===== src/rtl/conv_pkg.sv =====
// rtl/conv_pkg.sv - shared state type and default sizing for the convolution sequencer
package conv_pkg;
  localparam int DEF_F_SIZE   = 32;
  localparam int DEF_PIPE_LAT = 2;

  typedef enum logic [2:0] {
    LOAD_F,
    WAIT_X,
    MAC,
    DRAIN,
    WAIT_OUT
  } seq_state_t;
endpackage


===== src/rtl/mac_valid_pipe.sv =====
// rtl/mac_valid_pipe.sv - tap valid/first delay line aligning accumulator control with the multiplier output
module mac_valid_pipe #(
  parameter int PIPE_LAT = 2
) (
  input  logic clk,
  input  logic reset,
  input  logic flush,
  input  logic in_valid,
  input  logic in_first,
  output logic acc_en,
  output logic acc_clr,
  output logic last
);
  localparam logic [PIPE_LAT-1:0] OUT_BIT = PIPE_LAT'(1) << (PIPE_LAT - 1);

  logic [PIPE_LAT-1:0] vld_sr;
  logic [PIPE_LAT-1:0] first_sr;

  always_ff @(posedge clk) begin
    if (reset || flush) begin
      vld_sr   <= '0;
      first_sr <= '0;
    end else begin
      vld_sr   <= (vld_sr << 1) | PIPE_LAT'(in_valid);
      first_sr <= (first_sr << 1) | PIPE_LAT'(in_valid && in_first);
    end
  end

  assign acc_en  = vld_sr[PIPE_LAT-1];
  assign acc_clr = first_sr[PIPE_LAT-1];
  // Final accumulate of the window: the output stage is the only live entry left.
  assign last    = vld_sr[PIPE_LAT-1] && ((vld_sr & ~OUT_BIT) == '0);
endmodule


===== src/rtl/ctrl_fmem_mac_seq.sv =====
// rtl/ctrl_fmem_mac_seq.sv - filter load, tap walk and accumulator sequencing for one y per x window
module ctrl_fmem_mac_seq
  import conv_pkg::*;
#(
  parameter int F_SIZE   = DEF_F_SIZE,
  parameter int PIPE_LAT = DEF_PIPE_LAT,
  parameter int F_ADDR_W = (F_SIZE > 1) ? $clog2(F_SIZE) : 1
) (
  input  logic                clk,
  input  logic                reset,
  input  logic                f_s_valid,
  output logic                f_s_ready,
  output logic                fmem_wr_en,
  output logic [F_ADDR_W-1:0] fmem_wr_addr,
  input  logic                x_window_valid,
  input  logic                out_accept,
  input  logic                conv_done,
  output logic [F_ADDR_W-1:0] tap_addr,
  output logic                acc_clr,
  output logic                acc_en,
  output logic                conv_start,
  output logic                busy
);
  localparam logic [F_ADDR_W-1:0] LAST_TAP = F_ADDR_W'(F_SIZE - 1);

  seq_state_t          state;
  seq_state_t          state_nxt;
  logic                ld_en_q;
  logic [F_ADDR_W-1:0] fill_cnt;
  logic [F_ADDR_W-1:0] tap_cnt;
  logic                conv_start_q;
  logic                fill_last;
  logic                tap_last;
  logic                pipe_last;

  assign f_s_ready    = ld_en_q && (state == LOAD_F);
  assign fmem_wr_en   = f_s_valid && f_s_ready && !conv_done;
  assign fmem_wr_addr = fill_cnt;
  assign tap_addr     = (state == MAC) ? tap_cnt : '0;
  assign busy         = (state == MAC) || (state == DRAIN);
  assign conv_start   = conv_start_q;
  assign fill_last    = (fill_cnt == LAST_TAP);
  assign tap_last     = (tap_cnt == LAST_TAP);

  always_ff @(posedge clk) begin
    if (reset) state <= LOAD_F;
    else       state <= state_nxt;
  end

  always_comb begin
    state_nxt = state;
    if (conv_done) begin
      state_nxt = LOAD_F;
    end else begin
      case (state)
        LOAD_F:   if (fmem_wr_en && fill_last) state_nxt = WAIT_X;
        WAIT_X:   if (x_window_valid)          state_nxt = MAC;
        MAC:      if (tap_last)                state_nxt = DRAIN;
        DRAIN:    if (pipe_last)               state_nxt = WAIT_OUT;
        WAIT_OUT: if (out_accept)              state_nxt = WAIT_X;
        default:                               state_nxt = LOAD_F;
      endcase
    end
  end

  // ld_en_q only drops on reset, so an abort reopens the filter stream at once.
  always_ff @(posedge clk) begin
    if (reset) ld_en_q <= 1'b0;
    else       ld_en_q <= 1'b1;
  end

  always_ff @(posedge clk) begin
    if (reset || conv_done) begin
      fill_cnt     <= '0;
      tap_cnt      <= '0;
      conv_start_q <= 1'b0;
    end else begin
      if (fmem_wr_en) fill_cnt <= fill_last ? '0 : fill_cnt + F_ADDR_W'(1);
      if (state == MAC) tap_cnt <= tap_last ? '0 : tap_cnt + F_ADDR_W'(1);
      else              tap_cnt <= '0;
      conv_start_q <= (state == DRAIN) && pipe_last;
    end
  end

  mac_valid_pipe #(
    .PIPE_LAT(PIPE_LAT)
  ) u_valid_pipe (
    .clk     (clk),
    .reset   (reset),
    .flush   (conv_done),
    .in_valid(state == MAC),
    .in_first(tap_cnt == '0),
    .acc_en  (acc_en),
    .acc_clr (acc_clr),
    .last    (pipe_last)
  );
endmodule

===== config.mk =====
export PLATFORM = sky130hd
export DESIGN_NAME = ctrl_fmem_mac_seq
export DESIGN_NICKNAME = d
export VERILOG_FILES = /design/src/rtl/conv_pkg.sv /design/src/rtl/mac_valid_pipe.sv /design/src/rtl/ctrl_fmem_mac_seq.sv
export SDC_FILE = /design/constraint.sdc
export NUM_CORES = 1
export LEC_CHECK = 0
export ABC_AREA = 1
export CAP_MARGIN = 25
export CORE_MARGIN = 5
export CORE_UTILIZATION = 47
export CTS_CLUSTER_DIAMETER = 120
export DETAILED_ROUTE_END_ITERATION = 6
export GPL_TIMING_DRIVEN = 0
export PLACE_DENSITY = 0.8
export SETUP_SLACK_MARGIN = 0.3
export SKIP_LAST_GASP = 1
export SYNTH_ARGS = -nofsm -noshare
export SYNTH_HDL_FRONTEND = slang
export SYNTH_SLANG_ARGS = --single-unit

===== constraint.sdc =====
create_clock -name clk -period 2.4 [get_ports clk]
set_clock_uncertainty 0.15 [all_clocks]
set_input_delay 0.36 -clock clk [delete_from_list [all_inputs] [get_ports clk]]
set_output_delay 0.36 -clock clk [all_outputs]
set_load 0.1 [all_outputs]

---- Word level (Yosys, flattened, before mapping) ----
Cells that the tools add are included.
storage, ports and cells
  flip-flop bits (word level) ............. 19
  latch bits .............................. 0
  bits in writable memories ............... 0
  memory bits (read-only) ................. 0
  input bits .............................. 6
  output and inout bits ................... 16
  memories kept ........................... 0
cells by class
  $add $sub $neg .......................... 2
  multiply operators ...................... 0
  divide/modulo/power cells ............... 0
  magnitude comparators ................... 0
  eq/ne operators ......................... 11
  shift operators ......................... 0
  mux-type cells .......................... 9
  bitwise operators ....................... 3
  reductions and logical operators ........ 16
operator list
  cell                                                                      number
  3-bit two-way mux                                                         5
  3-bit case mux with 5 select lines                                        1
  5-bit by 1-bit adder with 5-bit output (second input constant)            2
  5-bit == test (second input constant)                                     2
  5-bit two-way mux                                                         2
  2-bit inequality test (second input constant)                             4
  1-bit logical AND                                                         7
  3-bit by 2-bit == test with 1-bit output (second input constant)          2
  5-bit zero test                                                           1
  5-bit AND reduction                                                       1
  2-bit by 1-bit bitwise OR with 2-bit output                               2
  3-bit by 1-bit == test with 1-bit output (second input constant)          1
  3-bit == test (second input constant)                                     1
  3-bit zero test                                                           1
  3-bit OR reduction                                                        1
  2-bit zero test                                                           1
  1-bit logical OR                                                          2
  2-bit by 1-bit inequality test with 1-bit output (second input constant)  1
  2-bit OR reduction                                                        1
  1-bit zero test                                                           1
  1-bit two-way mux                                                         1
  1-bit NOT                                                                 1

---- Logic depth before layout (Yosys ltp) ----
  word-level depth ........................ 7
  depth in mapped cells ................... 9

---- Cells and area by module ----
From an unflattened synthesis, not the netlist that was laid out.
unflattened totals
  cells, all modules ...................... 131
  area total of the unflattened synthesis .. 985.9 sq um
modules (own cells, without submodules)
  module             times used  cells an instance  area an instance (sq um)
  ctrl_fmem_mac_seq  1           114                854.6
  mac_valid_pipe     1           17                 131.4

---- Worst setup path before layout ----
Ideal clock, no wire load.
  kind .................................... register -> output
  start ................................... register state[1]
  end ..................................... output port tap_addr[0]
  arrival time ............................ 2,409 ps
  data required time ...................... 1,890 ps
  setup slack ............................. -519 ps
  cell stages (with the launch flop) ...... 5
  buffers on the path ..................... 0
  cells stage by stage .................... dfxtp_1 > inv_2 > nor2_4 > nand2_4 > nor2_1
on the way
  longest elaborated chain between the ends .. 2
RTL lines
  item                                      line                     RTL
  start, declared                           ctrl_fmem_mac_seq.sv:26  seq_state_t state;
  start signal, assigned                    ctrl_fmem_mac_seq.sv:47  else state <= state_nxt;
  3-bit by 2-bit == test with 1-bit output  ctrl_fmem_mac_seq.sv:39  assign tap_addr = (state == MAC) ? tap_cnt : '0;
  5-bit two-way mux                         ctrl_fmem_mac_seq.sv:39
  end, declared                             ctrl_fmem_mac_seq.sv:18  output logic [F_ADDR_W-1:0] tap_addr,
Every way passes these cells.

---- Worst setup path in the final report ----
  start ................................... input port conv_done
  end ..................................... output port fmem_wr_en
on the way
  longest elaborated chain between the ends .. 2
RTL lines
  item               line                     RTL
  start, declared    ctrl_fmem_mac_seq.sv:17  input logic conv_done,
  1-bit zero test    ctrl_fmem_mac_seq.sv:37  assign fmem_wr_en = f_s_valid && f_s_ready && !conv_done;
  1-bit logical AND  ctrl_fmem_mac_seq.sv:37
  end, declared      ctrl_fmem_mac_seq.sv:13  output logic fmem_wr_en,
Every way passes these cells.

==> metrics.md <==
| Metric | Value |
|---|---|
| Area delta synth->final | 32.0% |
| CP Max Fanout | 7 |
| Reg2reg setup slack | 460 ps |
| Synth top area share | 41.5% |
| GR Util met1 | 15.4% |
| Reg power frac | 60.3% |
| Most frequent cells in the layout | 24 x nor2_1, 18 x inv_1, 13 x dfxtp_1 |
| Lkg Pwr | 0.502 nW |
| Clock Path Buffers | 2 |
| Largest net degree at the start of global routing | 12 |
| Busiest layer in global routing | met2 |
| Combinational share of power | a little under a tenth |
| Gr ovfl total | 0 |
| Post-synth EDFFs | 0 |
| Status | finished clean |
| Measured slew at the worst slew-check pin | 971 ps |
| IO buf count | 21 |
| Vias in the first global route | 750 |
| Initial antenna violation count | 0 |
| CTS Sinks | 19 |
| Post-synth ARST share | 0% |
| Pint | between 0.3 and 0.4 mW |
| Share of cells above drive strength 1 | 26.4% |
| Pwr dens | 436 nW/µm² |
| Pre-antenna DRT Iters | 6 |
| CTS tree | yes |
| Filler cells | 176 |
| Antenna fix cells | 0 |
| GP Congestion | 0.762 |
| Dominant synthesized flop cell | dfxtp_1 |
| Avg Cell Area, Syn | around 7.7 µm² |
| Clock share of power | 30.1% |
| Reg clk slew, reported paths | 110 ps |
| Final Cycle Share | 86.2% |
| Die H | 54.1 µm |
| DRT Wirelength | 1.78 mm |
| Peak supply drop | 0.000321 V |
| Slew Limit Fails | 0 |
| Register area | 393 µm² |
| Number of DRC markers in iteration 0 | 8 |
| Die area | slightly below 3000 µm² |
| Tmin final | 2070 ps |
| Hold/Removal Path Class | reg -> reg |
| Core Rows | 16 |
| Via count | 789 |
| Synthesis-stage register bit count | 19 |
| CTS Root Cell | clkbuf_4 |
| Core Footprint | roughly 1900 µm² |
| Switch Pwr | 0.134 mW |
| Power Total | approximately 0.53 mW |
| YS warnings | 0 |
| First-pass GRT wire length | 2.93 mm |
| WS Path Type | in -> out |
| Critical Path RT | 1890 ps |
| Final Util | 63.6% |
| CTS H-tree depth | 1 |
| Clk_lat worst skew | ~300 ps |
| Syn Inst Count | 119 |
| Post-synthesis sequential area ratio | about two fifths |
| Final ANT Viol Nets | 0 |
| Cts hold-fix bufs | 0 |
| Detailed placement HPWL | 1.43 mm |
| TritonCTS buffer count | 3 |
| FMAX | 483 MHz |
| Finished Layout Cells | 171 |
| RSZ-0062 raised after global routing | true |
| Initial Utilization | roughly half |
| Hold slack final | 248 ps |
| Post-place setup slack | -484 ps |
| Top cells by area, synth | dfxtp_1 42%, nor2_1 12%, inv_1 7.4% |
| Routed length per instance | 10.4 µm |
| WP data arrival | roughly 1600 ps |
| Most common cell after layout, fill and taps aside | nor2_1 |
| Max Cap Violations | 0 |
| Syn Nets | 130 |
| CP endpoint kind | output port |
| Netlist Area Pre-Place | roughly 920 µm² |
| NumNets Final | approximately 160 |
| Final setup viols | 0 |
| Area of the multi-input gates | between 400 and 500 µm² |
| Largest area contributor in the netlist | dfxtp_1 |
| Global Route Usage Sum | 13.7% |
| Met2 track demand over resource | 23.5% |
| Placed cells | 167 |
| Postcts setup bufs | 0 |
| DIE WIDTH | 54.1 µm |
| CP startpoint kind | input pin |
| Final-report hold violation count | 0 |
| I/O pin cnt | 22 |
| Slew margin rel. | 35.5% |
| DRC | 0 |
| Vias/cell | 4.61 |
| Sw frac | 25.5% |
| Yosys cell types | 21 |
| Final worst slack | 332 ps |
| Met3 usage | 3.05% |
==> worst max-delay path: stages <==
cell and delay, ps:
clkdlybuf4s50_1 420, inv_1 70, nand2_1 100, nor2_4 230, clkbuf_4 380
==> sequential cells by signal (all words and copies together) (netlist names) <==
signal and count:
conv_start 1, fmem_wr_addr 5, ld_en_q 1, state 3, tap_cnt 5, u_valid_pipe.first_sr 2
u_valid_pipe.vld_sr 2
==> through the flow <==
stage	cell area, µm²	TNS [ps]
floorplan	966	0
global placement	1210	-575
detailed placement	1210	-730
CTS	1210	0
global route	1210	0
finish	1210	0
==> worst paths after layout <==
check	from	cells past startpoint	end
worst min register to register	u_valid_pipe.first_sr[0]	2	u_valid_pipe.first_sr[1]
worst max-delay path	conv_done	5	fmem_wr_en
worst max register to register	fmem_wr_addr[0]	9	state[0]
worst min-delay path	u_valid_pipe.first_sr[0]	2	u_valid_pipe.first_sr[1]
==> cell usage after synthesis, types with 3 or more instances <==
cell	n
nand2_1	11
a21oi_1	4
nand3_1	8
nor2_4	3
nor2_2	3
nor2_1	29
xor2_1	3
dfxtp_1	19
ha_1	5
inv_1	18
inv_2	3
==> per-layer routing <==
metal	wire (µm)	up-vias
met3	108	2
li1	-	418
met1	779	350
met4	10	0
met2	876	19
met5	0	-
==> timing repair <==
| action | 4_1_cts | 5_1_grt |
|---|---|---|
| pin swaps | 0 | 0 |
| resized for setup | 42 | 10 |
| gates cloned | 0 | 0 |
| setup endpoints to repair | 16 | 9 |
| endpoints found under the hold margin | 0 | 0 |
==> power by group through the flow <==
stage                     clock network, mW  registers, mW  logic, mW
final                                 0.158          0.318     0.0506
after global routing                  0.180          0.318     0.0536
after CTS                             0.163          0.318     0.0518
after detailed placement                  0          0.325     0.0525
after global placement                    0          0.325     0.0516
after floorplan                           0          0.333     0.0267
==> cells by family (layout without fill, tap and decap cells) <==
| logic type | count (synthesis) | in the layout | synth area share, % |
|---|---|---|---|
| compound gates | 8 | 8 | 5.88 |
| xor+xnor | 4 | 4 | 3.83 |
| fa+ha+maj | 5 | 5 | 6.83 |
| buf+inv | 21 | 46 | 8.61 |
| flops | 19 | 19 | 41.5 |
| simple gates | 62 | 62 | 33.3 |
==> layout make-up <==
cell class                 instances  area share [%]
inverter                          21            6.52
clock inverter                     1           0.414
multi-input combinational         79            40.9
timing repair buffer              21            15.0
clock buffer                       3            1.86
sequential                        19            32.5
tap                               27            2.80
(Power assumes the default switching activity.)
